File: src/rtl/uart_packet_assembler.sv
// UART byte-stream framer: SOF + PACK_NUM payload bytes + XOR checksum,
// with inter-byte timeout, delivered downstream over a valid/ready handshake.
module uart_packet_assembler #(
   parameter int unsigned PACK_NUM    = 9,
   parameter logic [7:0]  SOF_BYTE    = 8'hA5,
   parameter int unsigned TIMEOUT_CYC = 104_200,
   parameter int unsigned TO_BIT      = 17
) (
   input  logic                  clk,
   input  logic                  rst,
   input  logic [7:0]            i_data,
   input  logic                  i_rx_done_tick,
   input  logic                  i_ready,
   output logic [8*PACK_NUM-1:0] o_packet,
   output logic                  o_valid,
   output logic                  o_busy,
   output logic                  o_err_tick,
   output logic [1:0]            o_err_code
);

   localparam int unsigned IDX_W = (PACK_NUM > 1) ? $clog2(PACK_NUM) : 1;
   localparam logic [IDX_W-1:0]  LAST_IDX = IDX_W'(PACK_NUM - 1);
   localparam logic [TO_BIT-1:0] TO_LAST  = TO_BIT'(TIMEOUT_CYC - 1);

   typedef enum logic [1:0] {
      IDLE    = 2'd0,
      PAYLOAD = 2'd1,
      CHECK   = 2'd2
   } state_t;

   state_t                state;
   logic [IDX_W-1:0]      idx;
   logic [7:0]            acc;
   logic [TO_BIT-1:0]     cnt;
   logic [8*PACK_NUM-1:0] shadow;

   assign o_busy = (state != IDLE);

   // Frame FSM, shadow assembly, timeout, commit and handshake in one register block
   always_ff @(posedge clk or posedge rst) begin
      if (rst) begin
         state      <= IDLE;
         idx        <= '0;
         acc        <= '0;
         cnt        <= '0;
         shadow     <= '0;
         o_packet   <= '0;
         o_valid    <= 1'b0;
         o_err_tick <= 1'b0;
         o_err_code <= 2'd0;
      end else begin
         o_err_tick <= 1'b0;
         // A completed transfer drops valid; a commit below on the same edge overrides it
         if (o_valid && i_ready) begin
            o_valid <= 1'b0;
         end
         case (state)
            IDLE: begin
               if (i_rx_done_tick && (i_data == SOF_BYTE)) begin
                  idx   <= '0;
                  acc   <= '0;
                  cnt   <= '0;
                  state <= PAYLOAD;
               end
            end
            PAYLOAD: begin
               if (i_rx_done_tick) begin
                  shadow[idx*8 +: 8] <= i_data;
                  acc                <= acc ^ i_data;
                  cnt                <= '0;
                  if (idx == LAST_IDX) begin
                     state <= CHECK;
                  end else begin
                     idx <= idx + 1'b1;
                  end
               end else if (cnt == TO_LAST) begin
                  cnt        <= '0;
                  o_err_tick <= 1'b1;
                  o_err_code <= 2'd2;
                  state      <= IDLE;
               end else begin
                  cnt <= cnt + 1'b1;
               end
            end
            CHECK: begin
               if (i_rx_done_tick) begin
                  state <= IDLE;
                  if (i_data == acc) begin
                     if (!o_valid || i_ready) begin
                        o_packet <= shadow;
                        o_valid  <= 1'b1;
                     end else begin
                        o_err_tick <= 1'b1;
                        o_err_code <= 2'd3;
                     end
                  end else begin
                     o_err_tick <= 1'b1;
                     o_err_code <= 2'd1;
                  end
               end else if (cnt == TO_LAST) begin
                  cnt        <= '0;
                  o_err_tick <= 1'b1;
                  o_err_code <= 2'd2;
                  state      <= IDLE;
               end else begin
                  cnt <= cnt + 1'b1;
               end
            end
            default: state <= IDLE;
         endcase
      end
   end

endmodule
File: config.mk
export PLATFORM = sky130hd
export DESIGN_NAME = uart_packet_assembler
export DESIGN_NICKNAME = d
export VERILOG_FILES = /design/src/rtl/uart_packet_assembler.sv
export SDC_FILE = /design/constraint.sdc
export NUM_CORES = 1
export LEC_CHECK = 0
export BUFFER_PORTS_ARGS = -buffer_cell sky130_fd_sc_hd__buf_4
export CAP_MARGIN = 30
export CORE_UTILIZATION = 42
export CTS_BUF_LIST = sky130_fd_sc_hd__clkbuf_4 sky130_fd_sc_hd__clkbuf_8
export CTS_CLUSTER_DIAMETER = 150
export CTS_CLUSTER_SIZE = 12
export DETAILED_ROUTE_END_ITERATION = 10
export GPL_TIMING_DRIVEN = 0
export SYNTH_ARGS = -nofsm -noshare
export SYNTH_HDL_FRONTEND = slang
export SYNTH_SLANG_ARGS = --single-unit
File: constraint.sdc
create_clock -name clk -period 12.1 [get_ports clk]
set_clock_uncertainty 0.2 [all_clocks]
set_input_delay 2.42 -clock clk [delete_from_list [all_inputs] [get_ports clk]]
set_output_delay 2.42 -clock clk [all_outputs]
set_load 0.005 [all_outputs]
**Word level (Yosys, flattened, before mapping)**

Index checks and enable logic that the tools add are counted.

- Flip-flop bits (word level): 179
- Output and inout port bits: 77
- Word-level logic and storage cells: 80

- Add/sub/neg operators: 3
- Eq/ne operators: 13
- Shift-type cells: 2
- Multiplexer cells: 36
- Bitwise gates (word level): 1
- Reductions and logical operators: 16

Operators with widths:

| kind | number |
|---|---|
| $bwmux W72 | 1 |
| $shift A8 B34 Y72 const A | 1 |
| $shiftx A8 B34 Y72 | 1 |
| $mux W17 | 4 |
| $pmux W17 S3 | 1 |
| $neg A7 Y34 | 1 |
| $mux W2 | 10 |
| $add A17 B1 Y17 const B | 1 |
| $eq A17 B17 Y1 const B | 1 |
| $mux W8 | 2 |
| $pmux W8 S2 | 1 |
| $mux W4 | 3 |
| $mux W1 | 10 |
| $ne A2 B2 Y1 const B | 5 |
| $reduce_and A3 Y1 | 3 |
| $eq A8 B8 Y1 | 1 |
| $eq A8 B8 Y1 const B | 1 |
| $pmux W4 S2 | 1 |
| $reduce_and A4 Y1 | 2 |
| $xor A8 B8 Y8 | 1 |
| $pmux W2 S3 | 1 |
| $reduce_bool A2 Y1 | 3 |
| $add A4 B1 Y4 const B | 1 |
| $eq A4 B4 Y1 const B | 1 |
| other kinds (12) | 14 |

**Depth between registers and ports, before layout**

- Depth after elaboration: 6
- Mapped depth: 9
- Depth with buffers taken out: 7

**Worst setup path before layout**

Ideal clock, no wire load.

- Path kind: input -> register
- Start: input port i_data[7]
- End: register o_packet[0]
- Arrival time: 3.986 ns
- Slack: 7.789 ns
- Cell stages on the path: 8
- Buffers on the path: 3
- Cell sequence: buf_6 xor2_1 nor4_1 nand2_1 or3_1 buf_6 buf_12 mux2_4

- Longest elaborated chain between the ends: 2

Ends and longest elaborated chain:

| element | line | text |
|---|---|---|
| from (decl) | 11 | `input logic [7:0] i_data,` |
| $eq A8 B8 Y1 | 88 | `if (i_data == acc) begin` |
| $reduce_and A4 Y1 (no line) | -- |  |
| to (signal assigned) | 90 | `o_packet <= shadow;` |
| to (decl) | 14 | `output logic [8*PACK_NUM-1:0] o_packet,` |

No other way between the ends.
A chain may end at the register's enable or synchronous reset.

**Final worst setup path**

- Start: register state[1]
- End: output port o_busy

- Longest elaborated chain between the ends: 1

Ends and longest elaborated chain:

| element | line | text |
|---|---|---|
| from (decl) | 31 | `state_t state;` |
| from (signal assigned) | 42 | `state <= IDLE;` |
| from (signal assigned) | 63 | `state <= PAYLOAD;` |
| from (signal assigned) | 72 | `state <= CHECK;` |
| $reduce_bool A2 Y1 | 37 | `assign o_busy = (state != IDLE);` |
| to (decl) | 16 | `output logic o_busy,` |

No other way between the ends.

==> key figures <==
Synthesis
  – Syn_area_per_cell: between 10 and 15 um2
  – Post-synth top area share: 55.4%
  – Syn_nets: approximately 690
  – Yosys top cell by area: dfrtp_1
  – Mapped Area: 8080 um2
  – Post-synthesis sequential element count: 179
  – Sequential cell area fraction in the yosys report: approximately 55%
  – Compound-Gate Fraction of Synth Area: 9.48%
  – Synth Area in Adders: 1.70%
  – Synth Warn #: 0
  – Largest family of logic cells by synthesized area: multiplexers
  – Synth unique cells: 55
  – Top_reg_cell synth: dfrtp_1
  – Top-count cell post-synth: dfrtp_1
  – XOR/XNOR Fraction of Synth Area: under 10%
  – Post-synthesis mux area share: 15.6%
  – Post-synth top cells: 179 x dfrtp_1, 114 x nand2_1, 70 x mux2_4, 70 x o21ai_0
  – Mapped Cells: 671
  – Ys async rst share: 100%
  – Post-synth EDFFs: 0
  – Simple-Gate Fraction of Synth Area: 12.2%
  – Synth top area cells: dfrtp_1 55%, mux2_4 13%, nand2_1 5.3%

Drt
  – Wirelength per Cell: around 17 um
  – Vias/cell: 5.29
  – DRT antenna net count: 0
  – DR iter-0 viols: 291
  – Vias: approximately 5400
  – Router iterations before antenna repair: 4
  – DRT Wirelength: around 18000 um
  – DR DRC count: 0

Floorplanning
  – Die W: about 140 um
  – Die area: 19800 um2
  – Core footprint: 18800 um2
  – Initial Utilization: 43.0%
  – I/O Pins: 89
  – Rows: 50
  – Die height: 141 um

Flow run
  – Max cap viols: 0

Min path
  – Worst Hold Class: flop to flop

CTS
  – Clock sinks: 179
  – CTS Root Buffer Type: clkbuf_8
  – Post-CTS Setup Bufs: 0
  – CTS Buf Count: 17
  – TritonCTS clock tree: yes
  – Post-cts sizing count: 0
  – Clock tree buffer depth: 2
  – Clk_lat worst skew: 0.48 ns
  – Post-CTS Hold Buffers: 0
  – H-tree depth: 4
  – Clock transition at path regs: roughly 0.1 ns

Worst setup path
  – Critical path's slowest cell: dfrtp_1
  – Worst Path Required: 9.48 ns
  – Worst endpoint data arrival time: about 1.5 ns
  – CP max FO: 5
  – Cell Chain, Critical Path: inv_1 > ha_1 > inv_1 > buf_4
  – Crit Path Class: flop to output pin
  – Bufs and invs on worst path: 3
  – Slowest stage delay, CP: 0.42 ns
  – Most used cell, CP: inv_1
  – Critical Path Sink Type: output pin
  – Worst path top cell family by delay: flip-flops
  – CP Launch Type: flop

STA
  – Crit share post-route: 34.4%
  – Fin Setup TNS: 0 ns
  – Fin crit period: between 4 and 5 ns
  – Final setup vio count: 0
  – Slew headroom: about two fifths
  – Hold Fails Final Rpt: 0
  – Worst slew pin tran: about 0.9 ns
  – Max Fclk: approximately 240 MHz
  – Slew Limit Fails: 0
  – Hold_ws: slightly below 0.3 ns
  – RSZ-0062 raised after global routing: false

GRT
  – Initial antenna violation count: 0
  – Largest net degree at the start of global routing: 95
  – Total track usage: a little under a fifth
  – First-pass GRT wire length: between 20000 and 30000 um
  – Vias in the first global route: 5545
  – Grt total ovfl: 0

Power and ir drop
  – Power Density: 143 nW/um2
  – Peak VDD IR: about 0.069 mV
  – P_leak: between 4 and 5 nW

Finish
  – Share of cells above drive strength 1: 29.2%
  – Final Net Count: 794
  – Fill count: between 1500 and 2000
  – N_diodes: 0
  – Synthesis-to-finish area growth: 16.5%

Placement
  – Gp weighted congestion: around 0.80
  – IO Port Bufs: 80
  – HPWL Detailed: 12100 um

Status
  – Outcome: finished, final reports clean
layer usage:
layer	global-route usage [%]	part of all wire [%]
met5	0	0
met4	6.46	1.6
met3	3.70	3.7
met2	32.3	50
met1	24.0	45
stage by stage:
| step | setup WS, ns | cells | utilization (%) | area, um2 | power, mW |
|---|---|---|---|---|---|
| after CTS | 7.93 | 1018 | 50.1 | 9410 | 1.36 |
| after global routing | 7.82 | 1018 | 50.1 | 9410 | 1.43 |
| after global placement | 2.93 | 985 | 47.8 | 8970 | 0.938 |
| after detailed placement | 7.46 | 986 | 48.0 | 9010 | 0.950 |
| after floorplan | 4.62 | 671 | - | 8080 | 0.870 |
| final | 7.94 | 1018 | 50.1 | 9410 | 1.35 |
worst min-delay path, cell delays in order (launching register included):
cell and delay, ns:
dfrtp_1 0.35, nand2_1 0.05, o21ai_0 0.06
path summary, 6_finish.rpt:
check / startpoint / end / slack [ns] / cells after the start
worst max-delay path: state[1] / o_busy / 7.94 / 4
worst min-delay path: shadow[41] / shadow[41] / 0.29 / 2
worst max register to register: state[1] / shadow[69] / 9.21 / 8
worst min register to register: shadow[41] / shadow[41] / 0.29 / 2
max in group asynchronous: rst / shadow[51] / 9.04 / 3
min in group asynchronous: rst / cnt[1] / 1.78 / 2
placed cells by master (no fill, tap or decap), types with 3 or more instances in the layout:
cell type / netlist / routed
and3_1: 5 / 5
nor2b_1: 13 / 13
nor4_1: 4 / 4
nand4_1: 4 / 4
clkinv_4: 0 / 3
nor3b_1: 3 / 3
or3_1: 6 / 6
o21ai_1: 18 / 18
a2bb2oi_1: 4 / 4
and2_1: 3 / 3
o31ai_1: 5 / 5
nand2_1: 114 / 114
inv_6: 0 / 3
mux2_4: 70 / 70
buf_4: 0 / 80
a21oi_1: 11 / 11
nor3_1: 5 / 5
nand3_1: 17 / 17
inv_8: 0 / 5
nand2b_1: 4 / 4
ha_1: 11 / 11
and4_1: 5 / 5
o41ai_1: 3 / 3
buf_6: 7 / 7
inv_1: 13 / 12
a22o_1: 3 / 3
xor2_1: 8 / 8
clkbuf_8: 1 / 18
clkbuf_1: 14 / 14
o21ai_0: 70 / 70
nor2_1: 10 / 10
mux2_2: 18 / 18
buf_12: 7 / 7
dfrtp_1: 179 / 179
clkinv_8: 0 / 4
buf_2: 5 / 5
registers in the layout, summed over array words and instances, names as in the netlist:
name / count
o_packet: 72
shadow: 72
cnt: 17
acc: 8
idx: 4
o_err_code: 2
state: 2
o_err_tick: 1
o_valid: 1
cell type report:
type,count,area [um2],share of cell area (%)
flip-flops and latches,179,4480,47.6
clock inverters,14,163,1.73
multi-input cells,445,3240,34.4
clock buffers,18,241,2.57
repair buffers,81,628,6.67
well taps,234,293,3.11
plain buffers,34,310,3.30
inverters,13,56.3,0.598
cells by family (layout without fill, tap and decap cells):
| logic type | after synthesis | count (layout) |
|---|---|---|
| AO/OA/AOI/OAI | 132 | 132 |
| XOR/XNOR | 9 | 9 |
| adder cells (fa/ha/maj) | 11 | 11 |
| buffers and inverters | 47 | 160 |
| flip-flops | 179 | 179 |
| multiplexers | 89 | 89 |
| AND/OR/NAND/NOR | 204 | 204 |
power breakdown:
part	switching, mW	internal [mW]
sequential	0.0322	0.636
clock	0.251	0.159
combinational	0.172	0.0987
total	0.455	0.894
No activity file was read; power rests on OpenSTA's default activity.
